File: config.mk
export PLATFORM = sky130hd
export DESIGN_NAME = bus_arbiter
export DESIGN_NICKNAME = d
export VERILOG_FILES = /design/src/rtl/bus_arbiter.sv
export SDC_FILE = /design/constraint.sdc
export NUM_CORES = 1
export LEC_CHECK = 0
export CORE_ASPECT_RATIO = 0.9
export CORE_MARGIN = 3
export CORE_UTILIZATION = 36
export DETAILED_ROUTE_END_ITERATION = 8
export DONT_BUFFER_PORTS = 1
export PLACE_DENSITY_LB_ADDON = 0.12
export SLEW_MARGIN = 10
export SYNTH_ARGS = -nofsm -noshare
export SYNTH_HDL_FRONTEND = slang
export SYNTH_SLANG_ARGS = --single-unit
File: constraint.sdc
create_clock -name clock -period 6.5 [get_ports clock]
set_input_delay 0.65 -clock clock [delete_from_list [all_inputs] [get_ports clock]]
set_output_delay 0.65 -clock clock [all_outputs]
set_load 0.05 [all_outputs]
File: src/rtl/bus_arbiter.sv
// bus_arbiter
//   Shares one memory bus between the instruction-fetch master (ibus, IF
//   stage) and the data master (dbus, MEM stage). The bus request is
//   registered (cyc/stb, write enable, byte lanes, address, write data) and
//   completes on mem_ack or on an ack watchdog. A completed result is held
//   until the owning pipeline stage is released by the stall vector.
//
// Ports
//   clock, reset          rising-edge clock, asynchronous active-high reset
//   stall[5:0]            pipeline stall vector (bit1 = IF, bit4 = MEM)
//   flush                 cancels an in-flight or held ibus result
//   ibus_*                fetch request/address in, read data/stall out
//   dbus_*                load/store request, lanes, address, data in;
//                         read data/stall out
//   mem_*                 registered bus outputs, mem_read_data/mem_ack in
//   bus_error             one-cycle pulse when the watchdog expires
module bus_arbiter #(
  parameter int unsigned TIMEOUT_CYCLES = 255
) (
  input  logic        clock,
  input  logic        reset,
  input  logic [5:0]  stall,
  input  logic        flush,
  input  logic        ibus_request,
  input  logic [31:0] ibus_address,
  output logic [31:0] ibus_read_data,
  output logic        ibus_stall_request,
  input  logic        dbus_request,
  input  logic        dbus_write_enable,
  input  logic [3:0]  dbus_select,
  input  logic [31:0] dbus_address,
  input  logic [31:0] dbus_write_data,
  output logic [31:0] dbus_read_data,
  output logic        dbus_stall_request,
  output logic        mem_cyc_stb,
  output logic        mem_write_enable,
  output logic [3:0]  mem_select,
  output logic [31:0] mem_address,
  output logic [31:0] mem_write_data,
  input  logic [31:0] mem_read_data,
  input  logic        mem_ack,
  output logic        bus_error
);

  typedef enum logic [2:0] {
    IDLE,
    IBUS_ACCESS,
    DBUS_ACCESS,
    IBUS_HOLD,
    DBUS_HOLD
  } state_t;

  // The counter holds the number of ack-less cycles already spent, so the
  // access expires in the cycle where it would reach TIMEOUT_CYCLES.
  localparam logic [7:0] LIMIT = 8'(TIMEOUT_CYCLES - 1);

  state_t      state;
  state_t      state_next;
  logic [7:0]  count;
  logic [31:0] ibus_hold;
  logic [31:0] dbus_hold;

  logic        in_access;
  logic        expired;
  logic        done;
  logic        grant_dbus;
  logic        grant_ibus;
  logic [31:0] bus_data;

  // Only the IF and MEM stall bits matter to this block.
  logic        unused_stall_bits;
  assign unused_stall_bits = ^{stall[5], stall[3:2], stall[0]};

  assign in_access  = (state == IBUS_ACCESS) || (state == DBUS_ACCESS);
  // A same-cycle ack wins over the watchdog.
  assign expired    = in_access && !mem_ack && (count == LIMIT);
  assign done       = in_access && (mem_ack || expired);
  assign bus_data   = mem_ack ? mem_read_data : 32'h0;
  assign grant_dbus = (state == IDLE) && dbus_request;
  assign grant_ibus = (state == IDLE) && !dbus_request && ibus_request && !flush;

  always_comb begin
    state_next = state;
    case (state)
      IDLE: begin
        if (grant_dbus)      state_next = DBUS_ACCESS;
        else if (grant_ibus) state_next = IBUS_ACCESS;
      end
      IBUS_ACCESS: begin
        // A flushed fetch still finishes on the bus but is never held.
        if (done) state_next = (stall[1] && !flush) ? IBUS_HOLD : IDLE;
      end
      DBUS_ACCESS: begin
        if (done) state_next = stall[4] ? DBUS_HOLD : IDLE;
      end
      IBUS_HOLD: begin
        if (!stall[1] || flush) state_next = IDLE;
      end
      DBUS_HOLD: begin
        if (!stall[4]) state_next = IDLE;
      end
      default: state_next = IDLE;
    endcase
  end

  always_ff @(posedge clock or posedge reset) begin
    if (reset) begin
      state <= IDLE;
    end else begin
      state <= state_next;
    end
  end

  // Watchdog restarts on every completion and outside access states.
  always_ff @(posedge clock or posedge reset) begin
    if (reset) begin
      count <= 8'h0;
    end else if (done || !in_access) begin
      count <= 8'h0;
    end else begin
      count <= count + 8'h1;
    end
  end

  always_ff @(posedge clock or posedge reset) begin
    if (reset) begin
      ibus_hold <= 32'h0;
      dbus_hold <= 32'h0;
    end else if (done) begin
      if (state == IBUS_ACCESS) ibus_hold <= bus_data;
      if (state == DBUS_ACCESS) dbus_hold <= bus_data;
    end
  end

  // Bus outputs are registered: a grant in IDLE shows up on the bus one
  // cycle later, and a completion clears the bus at the next edge.
  always_ff @(posedge clock or posedge reset) begin
    if (reset) begin
      mem_cyc_stb      <= 1'b0;
      mem_write_enable <= 1'b0;
      mem_select       <= 4'h0;
      mem_address      <= 32'h0;
      mem_write_data   <= 32'h0;
    end else if (grant_dbus) begin
      mem_cyc_stb      <= 1'b1;
      mem_write_enable <= dbus_write_enable;
      mem_select       <= dbus_select;
      mem_address      <= dbus_address;
      mem_write_data   <= dbus_write_data;
    end else if (grant_ibus) begin
      mem_cyc_stb      <= 1'b1;
      mem_write_enable <= 1'b0;
      mem_select       <= 4'b1111;
      mem_address      <= ibus_address;
      mem_write_data   <= 32'h0;
    end else if (done) begin
      mem_cyc_stb      <= 1'b0;
      mem_write_enable <= 1'b0;
      mem_select       <= 4'h0;
      mem_address      <= 32'h0;
      mem_write_data   <= 32'h0;
    end
  end

  always_comb begin
    ibus_read_data = 32'h0;
    dbus_read_data = 32'h0;
    if (state == IBUS_ACCESS && done) ibus_read_data = bus_data;
    else if (state == IBUS_HOLD)      ibus_read_data = ibus_hold;
    if (state == DBUS_ACCESS && done) dbus_read_data = bus_data;
    else if (state == DBUS_HOLD)      dbus_read_data = dbus_hold;
  end

  assign ibus_stall_request = ibus_request && !flush &&
                              !((state == IBUS_ACCESS) && done) &&
                              (state != IBUS_HOLD);
  assign dbus_stall_request = dbus_request &&
                              !((state == DBUS_ACCESS) && done) &&
                              (state != DBUS_HOLD);
  assign bus_error = expired;

endmodule

==> Word level (Yosys, flattened, before mapping) <==
Index checks and enable logic that the tools add are counted.
{ "totals": {"register_bits": 145, "output_inout_bits": 137, "in_bits": 145} }
{ "op_classes": {"n_reduce_logical": 31, "add_sub_neg": 1, "n_mux": 28, "eq_ne": 12} }
{ "ops": {"columns": ["cell", "count"], "rows": [
  ["two-way mux 32 bit", 10],
  ["two-way mux 3 bit", 7],
  ["logical AND 1 bit", 15],
  ["one-hot mux 3 bit (5 select lines)", 1],
  ["two-way mux 4 bit", 3],
  ["adder 8 x 1 -> 8 bit (second input constant)", 1],
  ["equality test 8 bit (second input constant)", 1],
  ["two-way mux 8 bit", 1],
  ["!= test 2 bit (second input constant)", 4],
  ["logical NOT 1 bit", 7],
  ["equality test 3 x 2 -> 1 bit (second input constant)", 2],
  ["!= test 3 bit (second input constant)", 2],
  ["two-way mux 1 bit", 5],
  ["AND reduction 5 bit", 1],
  ["logical OR 1 bit", 4],
  ["AND reduction 2 bit", 2],
  ["equality test 3 x 1 -> 1 bit (second input constant)", 1],
  ["equality test 3 bit (second input constant)", 1],
  ["logical NOT 3 bit", 1],
  ["!= test 3 x 2 -> 1 bit (second input constant)", 1],
  ["nonzero test 3 bit", 1],
  ["two-way mux 2 bit", 1]
]} }

==> Longest topological paths before layout <==
Gate-level depths: netlist (run 1).
{ "logic_depth": {"word_depth": 10, "ltp_mapped": 7} }

==> Least setup slack after synthesis (run 1) <==
OpenSTA, ideal clock, no wires.
{ "synth_path": {"path_type": "input port to output port", "start": "input port mem_ack", "end": "output port ibus_stall_request", "slack_ps": 3567, "t_arrival_ps": 2283, "path_stages": 3, "path_cell_list": "and4b_1 > a21o_1 > a211oi_1"} }
{ "synth_via": {"elab_chain_cells": 9} }
{ "synth_lines": {"columns": ["element", "line", "rtl"], "rows": [
  ["from (decl)", "41", "input logic mem_ack,"],
  ["logical NOT 1 bit", "76", "assign expired = in_access && !mem_ack && (count == LIMIT);"],
  ["logical AND 1 bit (2 in a row)", "76", null],
  ["logical OR 1 bit (*)", "77", "assign done = in_access && (mem_ack || expired);"],
  ["logical AND 1 bit (*)", "77", null],
  ["logical AND 1 bit (*)", "175", "!((state == IBUS_ACCESS) && done) &&"],
  ["logical NOT 1 bit (*)", "175", null],
  ["logical AND 1 bit (*)", "174", "assign ibus_stall_request = ibus_request && !flush &&"],
  ["logical AND 1 bit (*)", "175", null],
  ["to (decl)", "27", "output logic ibus_stall_request,"]
]} }
Mark *: on every way between the ends. The rest lies on a longest branch, timed or not.

==> Worst setup path after layout (run 1) <==
{ "layout_path": {"start": "register state[1]", "end": "output port dbus_read_data[2]"} }
{ "layout_via": {"elab_chain_cells": 8} }
{ "layout_lines": {"columns": ["element", "line", "rtl"], "rows": [
  ["from (decl)", "57", "state_t state;"],
  ["from (signal assigned)", "110", "state <= state_next;"],
  ["equality test 3 x 1 -> 1 bit / equality test 3 x 2 -> 1 bit (equally long branches)", "74, 170", null],
  ["logical OR 1 bit", "74", "assign in_access = (state == IBUS_ACCESS) || (state == DBUS_ACCESS);"],
  ["logical AND 1 bit (2 in a row)", "76", null],
  ["logical OR 1 bit", "77", null],
  ["logical AND 1 bit", "77", null],
  ["logical AND 1 bit", "170", "if (state == DBUS_ACCESS && done) dbus_read_data = bus_data;"],
  ["two-way mux 32 bit (*)", "170", null],
  ["to (decl)", "33", "output logic [31:0] dbus_read_data,"]
]} }
Marks and branches as above.

==> flow_metrics.env, run 1 <==
export IMPL_run_status="finished, final reports clean"
export IMPL_antenna_left=0
export IMPL_final_setup_tns_ns=0
export IMPL_gr_usage_all_layers_pct=18.1
export IMPL_layout_filler_cells=1644
export IMPL_relSlewSlack_pct=28.9
export IMPL_cp_end_kind="output pin"
export IMPL_hold_class="primary input to async pin"
export IMPL_std_cell_rows=45
export IMPL_crit_path_start="state[1]"
export IMPL_initial_utilization_pct=37.6
export IMPL_share_of_final_layout_standard_cells_stronger_than_drive_strength_1_pct=9.39
export IMPL_clkLatencyLatePin_ns=0.41
export IMPL_post_route_drc_count=0
export IMPL_mostFrequentLayoutCells="sky130_fd_sc_hd__dfrtp_1, sky130_fd_sc_hd__a32o_1, sky130_fd_sc_hd__nand2_1"
export IMPL_pin_count=282
export IMPL_postCtsHoldBufs=0
export IMPL_crit_reg2reg_launch="count[0]"
export IMPL_finalWorstSetupSlack_ns=3.32
export IMPL_cts_tree="done"
export IMPL_die_height_microns=133
export IMPL_clock_tree_buffer_depth=2
export IMPL_via_count=4837
export IMPL_criticalPathCategory="register to output pin"
export IMPL_tritoncts_num_sinks=145
export IMPL_ys_ff_latch=145
export IMPL_p_r_area_growth_vs_syn_pct=11.0
export IMPL_synthDominantCellAreaShare_pct=56.1
export IMPL_antenna_violations_before_repair=1
export IMPL_clock_slew_at_the_register_clock_pins_of_the_worst_setup_and_hold_paths_ns=0.06
export IMPL_crit_reg_reg_endpoint="mem_write_data[18]"
export IMPL_cts_buffers=17
export IMPL_drt_wirelength_per_cell_microns=24.4
export IMPL_worst_clock_skew_ns=0.00682
export IMPL_final_common_cell="sky130_fd_sc_hd__dfrtp_1"
export IMPL_drv_slew=0
export IMPL_syn_nets=681
export IMPL_cts_repair_timing_setup_buffer_count=0
export IMPL_period_share_pct=48.9
export IMPL_grt_overflow_total=0
export IMPL_timing_worst_slew_pin_value_ns=1.07
export IMPL_core_sq_um=17200
export IMPL_fin_total_pwr_mw=4.44
export IMPL_gp_congestion=0.758
export IMPL_yosys_top_cells_area="sky130_fd_sc_hd__dfrtp_1, sky130_fd_sc_hd__a32o_1, sky130_fd_sc_hd__a22o_1"
export IMPL_ctsResizeCount=0
export IMPL_cp_data_required_time_ns=5.85
export IMPL_rsz0062_at_grt="no"
export IMPL_min_period_ns=3.18
export IMPL_cellLeakagePower_nw=2.94
export IMPL_utilization_pct=41.7
export IMPL_port_buffers=0
export IMPL_synth_area_per_cell_sq_um=12.1
export IMPL_critical_path_peak_fanout=64
export IMPL_synth_sequential_area_ratio_pct=56.1
export IMPL_pwr_density_cell_nw_per_um2=618
export IMPL_final_net_count=645
export IMPL_ys_warnings_count=0
export IMPL_root_buffer="sky130_fd_sc_hd__clkbuf_16"
export IMPL_setup_reg_to_reg_worst_slack_ns=4.18
export IMPL_cp_data_arrival_time_ns=2.53
export IMPL_cts_htree_levels=4
export IMPL_avgViaCountPerCell=6.48
export IMPL_finalHoldViolCount=0
export IMPL_synth_cell_area_sq_um=6470
export IMPL_synth_lib_cells_used_distinct=38
export IMPL_drt_first_iter_violations=328
export IMPL_timing_max_cap_violations=0
export IMPL_worst_r2r_path_depth=7
export IMPL_timing_final_setup_violations=0
export IMPL_die_area_sq_um=19600
export IMPL_synth_largest_area_cell="sky130_fd_sc_hd__dfrtp_1"
export IMPL_start_kind="register"
export IMPL_ir_worst_vdd_v=0.000225
export IMPL_global_route_wire_length_before_repair_microns=28100
export IMPL_clock_fmax_mhz=315
export IMPL_dp_final_hpwl_microns=11700
export IMPL_detailedRoute_firstPassIterationCount=5
export IMPL_die_x_microns=147
export IMPL_grt_max_degree=132
export IMPL_syn_inst=534
export IMPL_via_count_of_the_first_global_routing_pass=4908
export IMPL_placement_setup_worst_slack_ns=3.78
export IMPL_wl_microns=18200
## logic make-up after synthesis
family / Yosys count / synth area share, %
compound gates: 241 / 32.5
flops: 145 / 56.1
simple gates: 69 / 5.01
fa+ha+maj: 2 / 0.387
xor+xnor: 7 / 0.948
buf+inv: 69 / 4.95
mux: 1 / 0.155
## Yosys cell counts, drive strengths merged
cell and count:
inv 3, nand3 4, nor4 1, a22oi 32, a211oi 2, nand2 37, a221o 5, a222oi 1
a22o 33, nor2b 3, and4 1, mux2i 1, buf 26, a32o 128, and3b 1, a21oi 4
xor2 6, a21o 1, nor3b 2, xnor2 1, o21ai 35, nor3 2, nand2b 3, and2 2
clkbuf 40, ha 2, and2b 1, nor2 8, and3 2, and4b 1, nand4 1, dfrtp 145
## routing by layer
metal,GRT usage [%],routed length (microns)
met5,0,0
met4,5.49,326
met3,7.11,1580
met2,30.0,9190
met1,21.7,7130
## power by group
part / internal, mW / total [mW] / leakage [nW] / switching, mW
sequential: 1.27 / 2.21 / 1.84 / 0.936
clock: 0.606 / 0.973 / 0.286 / 0.366
combinational: 0.443 / 1.26 / 0.817 / 0.817
total: 2.32 / 4.44 / 2.94 / 2.12
## worst max path at each step
stage | slack [ns] | depth (start not counted) | to
final | 3.32 | 4 | dbus_read_data[2]
after global routing | 3.16 | 4 | dbus_read_data[2]
after CTS | 3.33 | 4 | dbus_read_data[2]
after detailed placement | 3.78 | 4 | dbus_read_data[11]
after global placement | 3.82 | 5 | ibus_stall_request
after floorplan | 1.96 | 1 | count[0]
## stage by stage
step	instance area [sq um]	hold slack, ns	std cells
finish	7180	0.246	747
global route	7180	0.301	747
CTS	7150	0.285	745
detailed placement	6560	0.481	713
global placement	6560	0.473	713
floorplan	6470	0.466	534
## worst max-delay path, cell delays in order, from the launching register on
cell	delay [ns]
sky130_fd_sc_hd__dfrtp_1	0.49
sky130_fd_sc_hd__inv_1	0.11
sky130_fd_sc_hd__nor3_2	0.23
sky130_fd_sc_hd__buf_4	0.58
sky130_fd_sc_hd__a32o_1	0.64
## cell type report
cell class                 count  area (sq um)  area share (%)
antenna                        1          2.50          0.0348
clock buffer                  24           492            6.84
clock inverter                 8           103            1.43
inverter                       3          16.3           0.226
multi-input combinational    320          2550            35.4
sequential                   145          3630            50.5
tap                          235           294            4.09
timing repair buffer          11           103            1.43
## state kept, by name (all words and copies together) (netlist names)
name              count
mem_address          32
mem_write_enable      1
ibus_hold            32
state                 3
dbus_hold            32
count                 8
mem_select            4
mem_write_data       32
mem_cyc_stb           1
Note: power is estimated with default switching activity, not from simulation.
==> inputs of run 2 (changes only) <==
clock period = 3.1 ns   (was 6.5 ns; I/O delays follow)
==> flow_metrics.env, run 2 (synthesis results as in run 1) <==
export IMPL_drt_first_iter_violations=490
export IMPL_timing_worst_slew_pin_value_ns=1.08
export IMPL_via_count_of_the_first_global_routing_pass=4776
export IMPL_cts_repair_timing_setup_buffer_count=0
export IMPL_antennaDiodeCount=0
export IMPL_critical_path_peak_fanout=7
export IMPL_root_buffer="sky130_fd_sc_hd__clkbuf_16"
export IMPL_placement_setup_worst_slack_ns=0.761
export IMPL_crit_reg_reg_endpoint="mem_address[27]"
export IMPL_p_r_area_growth_vs_syn_pct=12.5
export IMPL_antenna_left=0
export IMPL_finalHoldViolCount=3
export IMPL_tritoncts_num_sinks=145
export IMPL_global_route_wire_length_before_repair_microns=28000
export IMPL_worst_r2r_path_depth=6
export IMPL_p_comb_share_pct=28.0
export IMPL_detailedRoute_firstPassIterationCount=5
export IMPL_finalHoldWorstSlack_ns=-0.0130
export IMPL_worst_path_stages=6
export IMPL_timing_max_cap_violations=0
export IMPL_worstPathCellList="inv_1 > ha_1 > and4b_1 > a21o_1 > a21oi_1 > and2_1"
export IMPL_finalWorstSetupSlack_ns=0.487
export IMPL_internal_power_mw=5.01
export IMPL_layout_filler_cells=1643
export IMPL_clkLatencyLatePin_ns=0.42
export IMPL_clock_slew_at_the_register_clock_pins_of_the_worst_setup_and_hold_paths_ns=0.06
export IMPL_cp_data_arrival_time_ns=2.30
export IMPL_dp_final_hpwl_microns=11800
export IMPL_final_net_count=650
export IMPL_failed_checks="negative hold slack"
export IMPL_timing_critical_path_max_delay_family="simple AND/OR/NAND/NOR gates"
export IMPL_timing_final_setup_violations=0
export IMPL_run_status="complete, but fails checks"
export IMPL_drv_slew=0
export IMPL_final_cell_count_no_fill=751
export IMPL_postCtsHoldBufs=0
export IMPL_die_height_microns=133
export IMPL_period_share_pct=84.3
export IMPL_pin_count=282
export IMPL_cellLeakagePower_nw=2.99
export IMPL_drt_wirelength_per_cell_microns=24.2
export IMPL_cp_slowest_cell="sky130_fd_sc_hd__and2_1"
export IMPL_grt_max_degree=146
export IMPL_grt_overflow_total=0
export IMPL_wl_microns=18100
export IMPL_power_share_switching_pct=47.3
export IMPL_cts_tree="done"
export IMPL_relSlewSlack_pct=28.0
export IMPL_pwr_density_cell_nw_per_um2=1310
export IMPL_rsz0062_at_grt="no"
export IMPL_std_cell_rows=45
export IMPL_criticalPathCategory="register to output pin"
export IMPL_cp_data_required_time_ns=2.79
export IMPL_critPathBufInv=1
export IMPL_initial_utilization_pct=37.6
export IMPL_clock_tree_buffer_depth=2
export IMPL_final_common_cell="sky130_fd_sc_hd__dfrtp_1"
export IMPL_start_kind="register"
export IMPL_clock_fmax_mhz=383
export IMPL_via_count=4824
export IMPL_core_sq_um=17200
export IMPL_dp_cells=718
export IMPL_port_buffers=0
export IMPL_ctsResizeCount=0
export IMPL_utilization_pct=42.3
export IMPL_gr_usage_all_layers_pct=18.1
export IMPL_p_switching_mw=4.50
export IMPL_final_setup_tns_ns=0
export IMPL_cts_buffers=17
export IMPL_mostFrequentLayoutCells="sky130_fd_sc_hd__dfrtp_1, sky130_fd_sc_hd__a32o_1, sky130_fd_sc_hd__nand2_1"
export IMPL_crit_path_start="count[0]"
export IMPL_worst_clock_skew_ns=0.00888
export IMPL_clock_power_share_pct=23.2
export IMPL_cp_end_kind="output pin"
export IMPL_post_route_drc_count=0
export IMPL_antenna_violations_before_repair=0
export IMPL_avgViaCountPerCell=6.42
export IMPL_crit_reg2reg_launch="count[0]"
export IMPL_min_period_ns=2.61
export IMPL_die_x_microns=147
export IMPL_die_area_sq_um=19600
export IMPL_gp_congestion=0.755
export IMPL_ir_worst_vdd_v=0.000477
export IMPL_hold_class="primary input to async pin"
export IMPL_critical_path_max_stage_delay_ns=0.49
export IMPL_share_of_final_layout_standard_cells_stronger_than_drive_strength_1_pct=10.5
export IMPL_setup_reg_to_reg_worst_slack_ns=0.81
export IMPL_cts_htree_levels=4
export IMPL_share_seq_of_total_power_pct=48.8
==> run 2: changes by cell type in the layout (fill, tap and decap cells not counted), sizes merged <==
cell and change:
buf +4, bufinv +2, clkbuf -4, clkinvlp +1, diode -1, dlygate4sd3 +1
inv +1
==> run 2: final cells by class <==
| type | count | area (sq um) | share of cell area, % |
|---|---|---|---|
| flip-flops and latches | 145 | 3630 | 49.8 |
| inverters | 3 | 15.0 | 0.206 |
| repair buffers | 16 | 160 | 2.20 |
| well taps | 235 | 294 | 4.04 |
| clock inverters | 12 | 180 | 2.47 |
| clock buffers | 20 | 457 | 6.27 |
| multi-input cells | 320 | 2550 | 35.0 |
==> run 2: how the worst max path moves through the flow <==
stage                     slack [ns]                  to
after floorplan                 0.52  ibus_stall_request
after global placement          0.83     mem_address[29]
after detailed placement        0.76     mem_address[27]
after CTS                       0.46  dbus_stall_request
after global routing            0.36  dbus_stall_request
final                           0.49  dbus_stall_request
==> run 2: layer usage <==
layer	global-route usage, %	vias up	wire length, microns
li1	-	2088	-
met1	21.2	2500	7110
met2	30.4	209	9180
met3	7.35	27	1520
met4	5.59	0	326
met5	0	-	0
==> run 2: power groups by stage <==
stage          clock (mW)  combinational (mW)  sequential, mW
2_1_floorplan           0                2.33            4.46
3_3_place_gp            0                2.62            4.66
3_5_place_dp            0                2.69            4.68
4_1_cts              2.26                2.69            4.65
5_1_grt              2.35                2.91            4.73
6_report             2.20                2.66            4.64
==> run 2: per-stage QoR <==
| step | total power [mW] | instance area [sq um] |
|---|---|---|
| final | 9.50 | 7280 |
| after global routing | 9.99 | 7280 |
| after CTS | 9.60 | 7270 |
| after detailed placement | 7.37 | 6630 |
| after global placement | 7.27 | 6630 |
| after floorplan | 6.79 | 6470 |
==> run 2: worst reg2reg max path: stages (launching register included) <==
cell	delay, ns
sky130_fd_sc_hd__dfrtp_1	0.43
sky130_fd_sc_hd__inv_1	0.08
sky130_fd_sc_hd__ha_1	0.13
sky130_fd_sc_hd__and4b_1	0.23
sky130_fd_sc_hd__a21oi_1	0.13
sky130_fd_sc_hd__o21ai_2	0.85
sky130_fd_sc_hd__o21ai_0	0.27
==> inputs of run 3 (changes only) <==
ABC_AREA = 1   (was default)
clock period = 2.7 ns   (was 3.1 ns; I/O delays follow)
==> flow_metrics.env, run 3 <==
export IMPL_utilization_pct=48.4
export IMPL_gr_usage_all_layers_pct=18.8
export IMPL_crit_reg2reg_launch="state[2]"
export IMPL_antenna_left=0
export IMPL_synth_area_per_cell_sq_um=7.72
export IMPL_final_net_count=1153
export IMPL_antennaDiodeCount=0
export IMPL_ys_warnings_count=0
export IMPL_tritoncts_num_sinks=145
export IMPL_gp_congestion=0.820
export IMPL_root_buffer="sky130_fd_sc_hd__clkbuf_16"
export IMPL_drv_slew=0
export IMPL_cp_data_required_time_ns=3.05
export IMPL_share_of_final_layout_standard_cells_stronger_than_drive_strength_1_pct=11.8
export IMPL_synth_cell_area_sq_um=6820
export IMPL_clkLatencyLatePin_ns=0.42
export IMPL_stdcell_area_sq_um=8940
export IMPL_criticalPathCategory="register to register"
export IMPL_timing_worst_slew_pin_value_ns=0.716
export IMPL_ys_dominant_reg_cell="sky130_fd_sc_hd__dfrtp_1"
export IMPL_clock_fmax_mhz=421
export IMPL_core_sq_um=18500
export IMPL_ctsResizeCount=0
export IMPL_via_count=6254
export IMPL_antenna_violations_before_repair=0
export IMPL_synthDominantCellAreaShare_pct=53.2
export IMPL_die_height_microns=137
export IMPL_post_route_drc_count=0
export IMPL_final_common_cell="sky130_fd_sc_hd__nand2_1"
export IMPL_ys_ff_latch=145
export IMPL_clock_tree_buffer_depth=2
export IMPL_avgViaCountPerCell=4.95
export IMPL_syn_inst=883
export IMPL_grt_overflow_total=0
export IMPL_die_x_microns=151
export IMPL_cp_data_arrival_time_ns=2.72
export IMPL_worst_hold_startpoint="ibus_address[14]"
export IMPL_cts_buffers=17
export IMPL_drt_first_iter_violations=392
export IMPL_place_area_sq_um=7530
export IMPL_synth_largest_area_cell="sky130_fd_sc_hd__dfrtp_1"
export IMPL_critical_path_peak_fanout=69
export IMPL_via_count_of_the_first_global_routing_pass=5927
export IMPL_crit_path_start="state[2]"
export IMPL_count_of_flip_flops_with_a_built_in_enable_after_synthesis=0
export IMPL_cp_end_kind="register"
export IMPL_relSlewSlack_pct=52.3
export IMPL_mostFrequentLayoutCells="sky130_fd_sc_hd__nand2_1, sky130_fd_sc_hd__dfrtp_1, sky130_fd_sc_hd__nand3_1"
export IMPL_hold_class="primary input to register"
export IMPL_cts_htree_levels=4
export IMPL_cts_repair_timing_setup_buffer_count=0
export IMPL_timing_final_setup_violations=0
export IMPL_finalHoldViolCount=0
export IMPL_cellLeakagePower_nw=5.02
export IMPL_dp_final_hpwl_microns=13100
export IMPL_finalHoldWorstSlack_ns=0.0171
export IMPL_ir_worst_vdd_v=0.000601
export IMPL_wl_microns=20000
export IMPL_start_kind="register"
export IMPL_min_period_ns=2.38
export IMPL_synth_async_reset_ratio_pct=100
export IMPL_die_area_sq_um=20600
export IMPL_detailedRoute_firstPassIterationCount=5
export IMPL_rsz0062_at_grt="no"
export IMPL_global_route_wire_length_before_repair_microns=30800
export IMPL_port_buffers=0
export IMPL_pin_count=282
export IMPL_synth_lib_cells_used_distinct=25
export IMPL_clock_slew_at_the_register_clock_pins_of_the_worst_setup_and_hold_paths_ns=0.06
export IMPL_p_r_area_growth_vs_syn_pct=31.1
export IMPL_yosysMostFrequentCell="sky130_fd_sc_hd__nand2_1"
export IMPL_period_share_pct=88.0
export IMPL_cts_tree="done"
export IMPL_timing_max_cap_violations=0
export IMPL_pwr_density_cell_nw_per_um2=1300
export IMPL_grt_max_degree=76
export IMPL_synth_sequential_area_ratio_pct=53.2
export IMPL_syn_nets=1030
export IMPL_setup_reg_to_reg_worst_slack_ns=0.32
export IMPL_final_setup_tns_ns=0
export IMPL_yosys_top_cells_area="sky130_fd_sc_hd__dfrtp_1, sky130_fd_sc_hd__nand2_1, sky130_fd_sc_hd__nand3_1"
export IMPL_postCtsHoldBufs=78
export IMPL_run_status="finished, final reports clean"
export IMPL_initial_utilization_pct=36.9
export IMPL_synthTopCellsByCount="sky130_fd_sc_hd__nand2_1, sky130_fd_sc_hd__dfrtp_1, sky130_fd_sc_hd__nand3_1"
export IMPL_worst_clock_skew_ns=0.00963
export IMPL_std_cell_rows=47
export IMPL_drt_wirelength_per_cell_microns=15.8
run 3: cell count changes in the layout (fill, tap and decap cells not counted), sizes merged, moves of 4 or more:
cell	change
a32o	-128
dlygate4sd3	+77
a22o	-33
nand2	+417
nand3	+107
a221o	-5
buf	+62
nor2	+14
o21ai	-32
inv	+44
xor2	-4
run 3: path summary, 6_finish.rpt:
path	to	depth (start not counted)
max	mem_address[28]	7
min	mem_address[14]	2
max reg2reg	mem_address[28]	7
min reg2reg	ibus_hold[26]	2
max in group asynchronous	ibus_hold[1]	3
min in group asynchronous	mem_write_data[5]	3
run 3: per-stage QoR:
step           setup slack [ns]  power (mW)  std cells
3_5_place_dp              0.625        9.08       1154
2_1_floorplan             0.611        8.02        883
6_report                  0.324        11.6       1264
4_1_cts                   0.319        11.7       1264
3_3_place_gp              0.669        8.93       1154
5_1_grt                   0.135        12.3       1264
run 3: report_power, final:
part | total (mW) | leakage (nW) | internal (mW) | switching [mW]
Clock | 2.46 | 0.296 | 1.50 | 0.966
Combinational | 3.60 | 2.88 | 1.14 | 2.46
Sequential | 5.54 | 1.84 | 3.10 | 2.44
run 3: layout make-up:
| type | instances | area, sq um |
|---|---|---|
| fillers | 1798 | 9530 |
| flip-flops and latches | 145 | 3630 |
| multi-input cells | 639 | 2780 |
| repair buffers | 155 | 1420 |
| clock buffers | 19 | 443 |
| well taps | 245 | 307 |
| inverters | 48 | 184 |
| clock inverters | 13 | 178 |
run 3: cell families after synthesis:
kind of cell	after synthesis	share of synthesized area (%)
adder cells (fa/ha/maj)	2	0.367
XOR/XNOR	3	0.386
buffers and inverters	99	6.28
flip-flops	145	53.2
AO/OA/AOI/OAI	43	4.42
AND/OR/NAND/NOR	591	35.3
run 3: per-layer routing:
layer	share of wire (%)	vias up	global-route usage (%)	wire, microns
met3	7.1	28	5.63	1420
met5	0	-	0	0
li1	-	3029	-	-
met2	48	220	29.8	9620
met1	43	2977	25.4	8680
met4	1.5	0	4.93	301
run 3: critical path, stage by stage, from the launching register on:
cell and delay (ns):
sky130_fd_sc_hd__dfrtp_1 0.46, sky130_fd_sc_hd__inv_1 0.14, sky130_fd_sc_hd__nand2_1 0.11, sky130_fd_sc_hd__nor2_4 0.13
sky130_fd_sc_hd__buf_4 0.54, sky130_fd_sc_hd__a22oi_1 0.21, sky130_fd_sc_hd__dlygate4sd3_1 0.61, sky130_fd_sc_hd__nand2_1 0.07
